**config.mk**
```make
export PLATFORM = sky130hd
export DESIGN_NAME = sync_down_counter_reload
export DESIGN_NICKNAME = d
export VERILOG_FILES = /design/src/rtl/sync_down_counter_reload.sv
export SDC_FILE = /design/constraint.sdc
export NUM_CORES = 1
export LEC_CHECK = 0
export ABC_AREA = 1
export CORE_MARGIN = 8
export CORE_UTILIZATION = 45
export CTS_BUF_LIST = sky130_fd_sc_hd__clkbuf_2 sky130_fd_sc_hd__clkbuf_4 sky130_fd_sc_hd__clkbuf_8
export DETAILED_ROUTE_END_ITERATION = 12
export MAX_ROUTING_LAYER = met4
export PLACE_DENSITY = 0.72
export SYNTH_ARGS = -nofsm -noshare
export SYNTH_HDL_FRONTEND = slang
export SYNTH_SLANG_ARGS = --single-unit
```
**constraint.sdc**
```tcl
create_clock -name Clock -period 2.1 [get_ports Clock]
set_input_delay 0.42 -clock Clock [delete_from_list [all_inputs] [get_ports Clock]]
set_output_delay 0.42 -clock Clock [all_outputs]
set_load 0.005 [all_outputs]
```
**src/rtl/sync_down_counter_reload.sv**
```systemverilog
// Synchronous presettable down counter with reload register, one-shot or
// auto-reload operation, and a registered one-cycle Borrow pulse at
// terminal count. Cascade by driving a downstream Enable from Borrow.
module sync_down_counter_reload #(
    parameter int unsigned WIDTH = 4
) (
    input  logic             Clock,
    input  logic             Resetn,
    input  logic             Load,
    input  logic [WIDTH-1:0] LoadValue,
    input  logic             Enable,
    input  logic             AutoReload,
    output logic [WIDTH-1:0] Count,
    output logic             Borrow,
    output logic             Done
);

    typedef enum logic [1:0] {
        IDLE = 2'd0,
        RUN  = 2'd1,
        DONE = 2'd2
    } state_t;

    state_t           state_q, state_d;
    logic [WIDTH-1:0] count_q, count_d;
    logic [WIDTH-1:0] reload_q, reload_d;
    logic             borrow_q, borrow_d;
    logic             done_q, done_d;

    // Next-state logic: Load dominates, then terminal count / decrement in RUN.
    always_comb begin
        state_d  = state_q;
        count_d  = count_q;
        reload_d = reload_q;
        borrow_d = 1'b0;

        if (Load) begin
            count_d  = LoadValue;
            reload_d = LoadValue;
            state_d  = RUN;
        end else begin
            unique case (state_q)
                IDLE: begin
                    count_d = count_q;
                end
                RUN: begin
                    if (Enable) begin
                        if (count_q != '0) begin
                            count_d = count_q - 1'b1;
                        end else begin
                            // Zero is terminal count, so the decrement never wraps.
                            borrow_d = 1'b1;
                            if (AutoReload) begin
                                count_d = reload_q;
                            end else begin
                                state_d = DONE;
                            end
                        end
                    end
                end
                DONE: begin
                    count_d = '0;
                end
                default: begin
                    state_d = IDLE;
                    count_d = '0;
                end
            endcase
        end

        done_d = (state_d == DONE);
    end

    // State and output registers with asynchronous active-low reset.
    always_ff @(posedge Clock or negedge Resetn) begin
        if (!Resetn) begin
            state_q  <= IDLE;
            count_q  <= '0;
            reload_q <= '0;
            borrow_q <= 1'b0;
            done_q   <= 1'b0;
        end else begin
            state_q  <= state_d;
            count_q  <= count_d;
            reload_q <= reload_d;
            borrow_q <= borrow_d;
            done_q   <= done_d;
        end
    end

    assign Count  = count_q;
    assign Borrow = borrow_q;
    assign Done   = done_q;

endmodule

```
==> impl_metrics.tcl, run 1 <==
set metrics [dict create \
    status "completed" \
    layout_common_cells "26 x nand2_1, 14 x clkdlybuf4s50_1, 12 x dfrtp_1" \
    met1_usage_pct 10.7 \
    antenna_found_initial 0 \
    cts_buffer_depth 2 \
    hold_violations 0 \
    period_needed_ns 1.69 \
    regArea_um2 300 \
    max_slew.worst_pin.slew_ns 0.531 \
    p_comb_share_pct 48.6 \
    busiest_layer "met2" \
    yosysWarnings 0 \
    syn_inst 87 \
    crit_path_top_delay_cell "clkdlybuf4s50_1" \
    grt.overflow.total 0 \
    fill_cells 137 \
    final_layout_size_suffix_gt1_share_pct 16.5 \
    place_congestion 0.775 \
    synth_xor_area_share_pct 0 \
    power_frac_seq_pct 37.2 \
    numPortBuffers 14 \
    timing.critical_path.buf_inv 1 \
    drv_slew 0 \
    synthMuxAreaShare_pct 0 \
    place_hpwl_um 1100 \
    die-area_um2 3080 \
    coreArea_um2 1490 \
    wl_per_cell_um 11.1 \
    grt_use_total_pct 9.12 \
    ctsHoldBuffers 0 \
    critical_path_required_ns 1.68 \
    leakage_nw 0.436 \
    clkPwrFrac_pct 14.2 \
    cts_sinks 12 \
    h-tree-depth 1 \
    grt_pass1_vias 556 \
    netSwitchingPower_mw 0.385 \
    synth_top_family_by_area "simple AND/OR/NAND/NOR gates" \
    drt_iter0_markers 5 \
    ant_nets 0 \
    dr.pass1.iters 4 \
    syn_to_final_growth_pct 24.4 \
    fin_skew_ns 0.00356 \
    synthesis.area_um2 703 \
    dr_total_vias 587 \
    grt_max_degree 13 \
    synth_compound_area_share_pct 6.41 \
    syn_avg_cell_area_um2 8.08 \
    synth_seq_cells 12 \
    cts_tree "built" \
    synth_cell_type_count 19 \
    critPathArrivalTime_ns 1.27 \
    row_count 14 \
    setup_viol 0 \
    layout.nets 116 \
    die_h_um 55.5 \
    fin_crit_sh_pct 80.3 \
    placed_area_um2 852 \
    multi_input_area_um2 350 \
    syn-num-nets 98 \
    design_area_um2 875 \
    synth_adder_area_share_pct 3.56 \
    setup_tns_ns 0 \
    worstPathMaxFanout 5 \
    ir_worst_vdd_mv 0.519 \
    post_cts_buffers 0 \
    gr-usage-met2_pct 13.9 \
    die_width_um 55.5 \
    grt_pass1_wl_um 2320 \
    p_int_mw 0.566 \
    grtUsageMet3_pct 2.74 \
    final_common_cell "nand2_1" \
    cap_viol_max_count 0 \
    cp_slowest_stage_delay_ns 0.55 \
    drc 0 \
    rsz0062_at_grt "no" \
    synth-seq-area-share_pct 42.7 \
    n_antenna_cell 0 \
    fmax_ghz 0.593 \
    floorplan.initialDensity_pct 47.2 \
    crit_chain "clkdlybuf4s50_1" \
    worst-setup-path-type "flop to output pin" \
    start_kind "flop" \
    swShare_pct 40.4 \
    cts_resized 0 \
    cts_made_buffers 3 \
    powerDensity_nw_per_um2 1090 \
    synthSimpleGateAreaFrac_pct 39.9 \
    cts-root-buf "clkbuf_4" \
    clkLatencyLatePin_ns 0.26 \
    vias_per_cell 4.93 \
    hold_path_class "flop to flop" \
    critPathTopFamily "buffers and inverters" \
    end_kind "output pin" \
    ioPinCount 15 \
    slew_headroom_pct 64.5 \
    cts.clk_slew.worst_paths_ns 0.07 \
    drt-total-wl_um 1320 \
]
==> final timing paths <==
| path | from | to | slack, ns | cells after the start |
|---|---|---|---|---|
| max reg2reg | Count[0] | Count[3] | 0.67 | 7 |
| min reg2reg | reload_q[1] | reload_q[1] | 0.48 | 2 |
| min | reload_q[1] | reload_q[1] | 0.48 | 2 |
| max in group asynchronous | Resetn | Count[1] | 1.24 | 1 |
| max | Count[2] | Count[2] | 0.41 | 1 |
| min in group asynchronous | Resetn | state_q[1] | 0.50 | 1 |
==> flip-flops by register name, indices dropped and copies added (netlist names) <==
| register | cells |
|---|---|
| Borrow | 1 |
| reload_q | 4 |
| state_q | 2 |
| Done | 1 |
| Count | 4 |
==> logic make-up (layout without fill, tap and decap cells) <==
| logic type | Yosys count | count (layout) |
|---|---|---|
| AND/OR/NAND/NOR | 52 | 52 |
| buffers and inverters | 12 | 28 |
| adder cells (fa/ha/maj) | 2 | 2 |
| AO/OA/AOI/OAI | 9 | 9 |
| flip-flops | 12 | 12 |
==> synth_stat cells <==
cell type	count	area share, %
nand2_1	26	14
a21oi_1	3	2.1
nand3_2	1	1.4
ha_1	2	3.6
nand2_2	3	2.7
buf_6	1	1.6
inv_1	10	5.3
nor2_8	1	2.8
nand3_1	8	5.7
nand4_1	1	0.89
o21ai_0	4	2.8
nor4_1	1	0.89
nor2_2	4	3.6
o21ai_1	2	1.4
nand2_4	2	3.2
nor2_4	2	3.2
nor2_1	3	1.6
dfrtp_1	12	43
inv_2	1	0.53
==> metrics by stage <==
stage                     hold slack [ns]  setup slack (ns)  power, mW  instances  util [%]
final                               0.482             0.413      0.951        119      58.7
after global routing                0.508             0.376       1.04        119      58.7
after CTS                           0.489             0.404      0.966        119      58.7
after detailed placement            0.471             0.381      0.828        116      57.2
after global placement              0.459             0.420      0.818        116      57.2
after floorplan                     0.124             0.804      0.662         87         -
==> metal layers <==
layer / up-vias / part of all wire, %
met5: - / 0
met3: 4 / 4.8
met2: 10 / 46
met4: 0 / 1.9
li1: 311 / -
met1: 262 / 47
==> area by class of cell <==
class / instances / share of cell area (%)
clock buffer: 3 / 2.58
inverter: 11 / 4.72
multi-input combinational: 63 / 40.1
sequential: 12 / 34.3
tap: 16 / 2.29
timing repair buffer: 14 / 16.0
==> power by group through the flow <==
stage	Sequential, mW	Combinational, mW	Clock [mW]
after floorplan	0.353	0.309	0
after global placement	0.357	0.461	0
after detailed placement	0.359	0.469	0
after CTS	0.354	0.472	0.140
after global routing	0.361	0.531	0.150
final	0.354	0.462	0.135
==> worst min-delay path: stages, from the launching register on <==
cell and delay, ns:
dfrtp_1 0.35, nand2_1 0.05, nand2_1 0.05
(Power assumes the default switching activity.)
==> run 2, diff against run 1 <==
--- a/config.mk
+++ b/config.mk
@@ -11,7 +11,7 @@
 export CTS_BUF_LIST = sky130_fd_sc_hd__clkbuf_2 sky130_fd_sc_hd__clkbuf_4 sky130_fd_sc_hd__clkbuf_8
 export DETAILED_ROUTE_END_ITERATION = 12
 export MAX_ROUTING_LAYER = met4
-export PLACE_DENSITY = 0.72
+export PLACE_DENSITY = 0.75
 export SYNTH_ARGS = -nofsm -noshare
 export SYNTH_HDL_FRONTEND = slang
 export SYNTH_SLANG_ARGS = --single-unit
==> constraint.sdc (replaced) <==
create_clock -name Clock -period 1.4 [get_ports Clock]
set_input_delay 0.28 -clock Clock [delete_from_list [all_inputs] [get_ports Clock]]
set_output_delay 0.28 -clock Clock [all_outputs]
set_load 0.005 [all_outputs]
==> run 2 against run 1 <==
Net effect: via count increased by 6.8%; critical path depth increased by 1; combinational power increased by 68%; non-clock buffer count increased by 6; final cell count increased by 5.9%; global-route usage increased by 0.91 points; clock skew increased by 0.0028 ns; cell area increased by 8.3%; sequential share of layout area decreased by 2.4 points; largest power group unchanged; highest routed layer unchanged.
==> impl_metrics.tcl, run 2 (synthesized netlist as in run 1, its figures left out) <==
set metrics [dict create \
    grt_pass1_wl_um 2500 \
    antenna_found_initial 0 \
    dr.pass1.iters 4 \
    place_inst 121 \
    vias_per_cell 4.98 \
    final_common_cell "nand2_1" \
    fin_crit_sh_pct 94.7 \
    ioPinCount 15 \
    final_layout_size_suffix_gt1_share_pct 24.5 \
    syn_to_final_growth_pct 34.7 \
    place_congestion 0.849 \
    setup_viol 0 \
    ant_nets 0 \
    worst-setup-path-type "flop to output pin" \
    design_area_um2 947 \
    die_h_um 55.5 \
    grt_pass1_vias 588 \
    drc 0 \
    cts-root-buf "clkbuf_4" \
    cts.clk_slew.worst_paths_ns 0.08 \
    wl_per_cell_um 11.5 \
    crit_start "Count[0]" \
    drt-total-wl_um 1450 \
    place_hpwl_um 1160 \
    drv_slew 0 \
    coreArea_um2 1490 \
    cts_made_buffers 3 \
    layout_common_cells "26 x nand2_1, 10 x dfrtp_1, 10 x inv_1" \
    fin_skew_ns 0.00632 \
    die_width_um 55.5 \
    numPortBuffers 14 \
    critical_path_required_ns 1.12 \
    rsz0062_at_grt "no" \
    h-tree-depth 1 \
    grt_max_degree 13 \
    leakage_nw 0.504 \
    dr_total_vias 627 \
    max_slew.worst_pin.slew_ns 0.275 \
    hold_path_class "input port to asynchronous set/reset pin" \
    setup_tns_ns 0 \
    layout.cells.non_filler 126 \
    status "completed" \
    ir_worst_vdd_mv 0.855 \
    fin_hold_ws_ns 0.287 \
    crit-reg2reg-launch "Count[1]" \
    cts_buffer_depth 2 \
    end_kind "output pin" \
    slew_headroom_pct 81.5 \
    grt_use_total_pct 10.0 \
    layout.nets 122 \
    n_antenna_cell 0 \
    placed_area_um2 902 \
    grt.overflow.total 0 \
    critPathArrivalTime_ns 1.05 \
    fmax_ghz 0.754 \
    worstPathMaxFanout 3 \
    cts_tree "built" \
    row_count 14 \
    multi_input_area_um2 353 \
    regArea_um2 303 \
    die-area_um2 3080 \
    cts_sinks 12 \
    drt_iter0_markers 4 \
    powerDensity_nw_per_um2 1650 \
    hold_violations 0 \
    start_kind "flop" \
    cap_viol_max_count 0 \
    period_needed_ns 1.33 \
    clkLatencyLatePin_ns 0.28 \
    floorplan.initialDensity_pct 47.2 \
    fill_cells 131 \
]
run 2: path summary, 6_finish.rpt:
path,endpoint,slack [ns],cells past startpoint
worst max-delay path,Count[0],0.07,2
worst max register to register,Count[3],0.11,7
max in group asynchronous,Count[2],0.94,2
worst min register to register,reload_q[0],0.49,2
worst min-delay path,reload_q[2],0.29,2
min in group Clock,reload_q[0],0.49,2
run 2: cell type report:
class | count | area share [%]
clock buffers | 4 | 3.83
inverters | 11 | 4.36
multi-input cells | 63 | 37.3
flip-flops and latches | 12 | 32.0
well taps | 16 | 2.11
repair buffers | 20 | 20.5
run 2: power by group:
group | leakage (nW) | internal [mW] | switching (mW)
combinational | 0.337 | 0.357 | 0.421
sequential | 0.145 | 0.435 | 0.0738
clock | 0.0210 | 0.158 | 0.122
total | 0.504 | 0.951 | 0.617
run 2: timing repair:
item	in CTS	in global routing
endpoints found under the setup margin	5	7
hold buffers	0	0
setup buffers	1	0
gates cloned	0	0
gates resized for setup	7	2
run 2: stage by stage:
step | power [mW] | setup WS (ns) | utilization [%]
3_3_place_gp | 1.30 | 0.0218 | 60.6
3_5_place_dp | 1.31 | 0.00478 | 60.6
6_report | 1.57 | 0.0744 | 63.6
2_1_floorplan | 0.993 | 0.104 | -
4_1_cts | 1.58 | 0.00510 | 63.3
5_1_grt | 1.70 | 0.00302 | 63.6
run 2: critical path: stages (launching register included):
cell and delay (ns):
dfrtp_1 0.38, buf_4 0.14, dlygate4sd2_1 0.26
run 2: metal layers:
layer / track usage, % / share of wire (%) / routed length, um
met3: 3.42 / 5.1 / 74
met1: 11.4 / 47 / 679
met5: - / 0 / 0
met4: 5.28 / 2.3 / 33
met2: 15.2 / 46 / 663
==> run 3, diff against run 2 <==
--- a/config.mk
+++ b/config.mk
@@ -6,7 +6,6 @@
 export NUM_CORES = 1
 export LEC_CHECK = 0
 export ABC_AREA = 1
-export CORE_MARGIN = 8
 export CORE_UTILIZATION = 45
 export CTS_BUF_LIST = sky130_fd_sc_hd__clkbuf_2 sky130_fd_sc_hd__clkbuf_4 sky130_fd_sc_hd__clkbuf_8
 export DETAILED_ROUTE_END_ITERATION = 12
==> run 3 against run 2 <==
Net effect: register-to-register slack got worse by 0.02 ns; combinational power grew 19%; largest cell class unchanged; hold slack gained 0.0057 ns; core utilization increased by 7.1 points; via count is 0.32% higher; flip-flop and latch count unchanged; maximum frequency down 2.9%.
==> impl_metrics.tcl, run 3 (synthesized netlist as in run 1, its figures left out) <==
set metrics [dict create \
    status "completed" \
    row_count 13 \
    drv_slew 0 \
    drc 0 \
    fin_crit_sh_pct 97.5 \
    layout.nets 124 \
    grt.overflow.total 0 \
    slew_headroom_pct 78.0 \
    layout_common_cells "26 x nand2_1, 10 x dfrtp_1, 9 x clkdlybuf4s50_1" \
    ioPinCount 15 \
    crit_path_top_delay_cell "clkdlybuf4s50_1" \
    h-tree-depth 1 \
    cts_sinks 12 \
    n_antenna_cell 0 \
    die-area_um2 1720 \
    critical_path_required_ns 1.12 \
    fin_skew_ns 0.00446 \
    leakage_nw 0.504 \
    hold_path_class "input port to asynchronous set/reset pin" \
    die_h_um 41.5 \
    syn_to_final_growth_pct 39.0 \
    rsz0062_at_grt "no" \
    grt_pass1_vias 604 \
    end_kind "output pin" \
    dr_total_vias 629 \
    fin_ws_ns 0.0354 \
    worstPathMaxFanout 1 \
    grt_pass1_wl_um 2610 \
    fill_cells 119 \
    die_width_um 41.5 \
    vias_per_cell 4.99 \
    cap_viol_max_count 0 \
    cts.clk_slew.worst_paths_ns 0.07 \
    cts_buffer_depth 2 \
    wl_per_cell_um 11.6 \
    timing.critical_path.buf_inv 1 \
    max_slew.worst_pin.slew_ns 0.327 \
    preCtsSetupSlack_ns -0.00229 \
    placed_area_um2 908 \
    worst-setup-path-type "flop to output pin" \
    cts_made_buffers 3 \
    drt-total-wl_um 1460 \
    clkLatencyLatePin_ns 0.28 \
    finalPower_mw 1.65 \
    grt_use_total_pct 20.7 \
    powerDensity_nw_per_um2 1690 \
    final_layout_size_suffix_gt1_share_pct 27.9 \
    ant_nets 0 \
    cts-root-buf "clkbuf_4" \
    ir_worst_vdd_mv 0.729 \
    setup_viol 0 \
    hold_violations 0 \
    design_area_um2 977 \
    period_needed_ns 1.36 \
    drt_iter0_markers 25 \
    antenna_found_initial 0 \
    crit_chain "clkdlybuf4s50_1" \
    critPathTopFamily "buffers and inverters" \
    setup_tns_ns 0 \
    dr.pass1.iters 4 \
    cp_slowest_stage_delay_ns 0.49 \
    critPathArrivalTime_ns 1.08 \
    cts_tree "built" \
    numPortBuffers 14 \
    coreArea_um2 1380 \
    floorplan.initialDensity_pct 50.9 \
    grt_max_degree 13 \
    start_kind "flop" \
    final_common_cell "nand2_1" \
    place_congestion 0.856 \
    place_hpwl_um 1100 \
    fmax_ghz 0.733 \
]
==> run 3: cell types whose count changed in the layout (fill, tap and decap cells not counted), sizes merged <==
| cell | change |
|---|---|
| buf | +2 |
| clkbuf | -1 |
| clkdlybuf4s50 | +1 |
| dlygate4sd2 | -1 |
==> run 3: layer usage <==
metal	part of all wire [%]	wire, um	global-route usage [%]
met2	46	674	31.3
met5	0	0	-
met3	3.6	52	3.91
met1	47	695	26.1
met4	2.7	40	11.6
==> run 3: area by class of cell <==
type                            instances  area (um2)  area share, %
Multi-Input combinational cell         63         375           38.4
Sequential cell                        12         303           31.0
Timing Repair Buffer                   22         214           21.9
Inverter                               11        43.8           4.48
Clock buffer                            3        22.5           2.30
Tap cell                               15        18.8           1.92
==> run 3: worst register-to-register path, delay by kind of cell, from the launching register on <==
family	cells	cell delay, ns
AO/OA/AOI/OAI	1	0.12
AND/OR/NAND/NOR	5	0.41
adder cells (fa/ha/maj)	1	0.16
flip-flops	1	0.38
buffers and inverters	2	0.20
==> run 3: final timing paths <==
| kind | start | to | slack, ns | depth (start not counted) |
|---|---|---|---|---|
| max in group asynchronous | Resetn | Count[3] | 0.93 | 2 |
| setup reg to reg | Count[1] | Count[1] | 0.09 | 9 |
| hold reg to reg | reload_q[0] | reload_q[0] | 0.48 | 2 |
| setup / recovery | Borrow | Borrow | 0.04 | 1 |
| min in group Clock | reload_q[0] | reload_q[0] | 0.48 | 2 |
| hold / removal | Resetn | Borrow | 0.29 | 2 |
==> run 3: stage by stage <==
step                      hold WS, ns  utilization (%)  std cells
final                           0.293             70.7        126
after global routing            0.299             70.7        126
after CTS                       0.296             69.1        126
after detailed placement        0.462             65.7        121
after global placement          0.458             65.7        121
after floorplan               -0.0156                -         87
==> run 3: timing repair <==
item                                    4_1_cts  5_1_grt
gates resized for setup                       8        7
endpoints found under the setup margin        4        5
hold buffers                                  0        0
buffers inserted                              2        0
==> run 3: power by group <==
part           switching (mW)  internal, mW
sequential             0.0757         0.435
clock                   0.112        0.0998
combinational           0.489         0.436
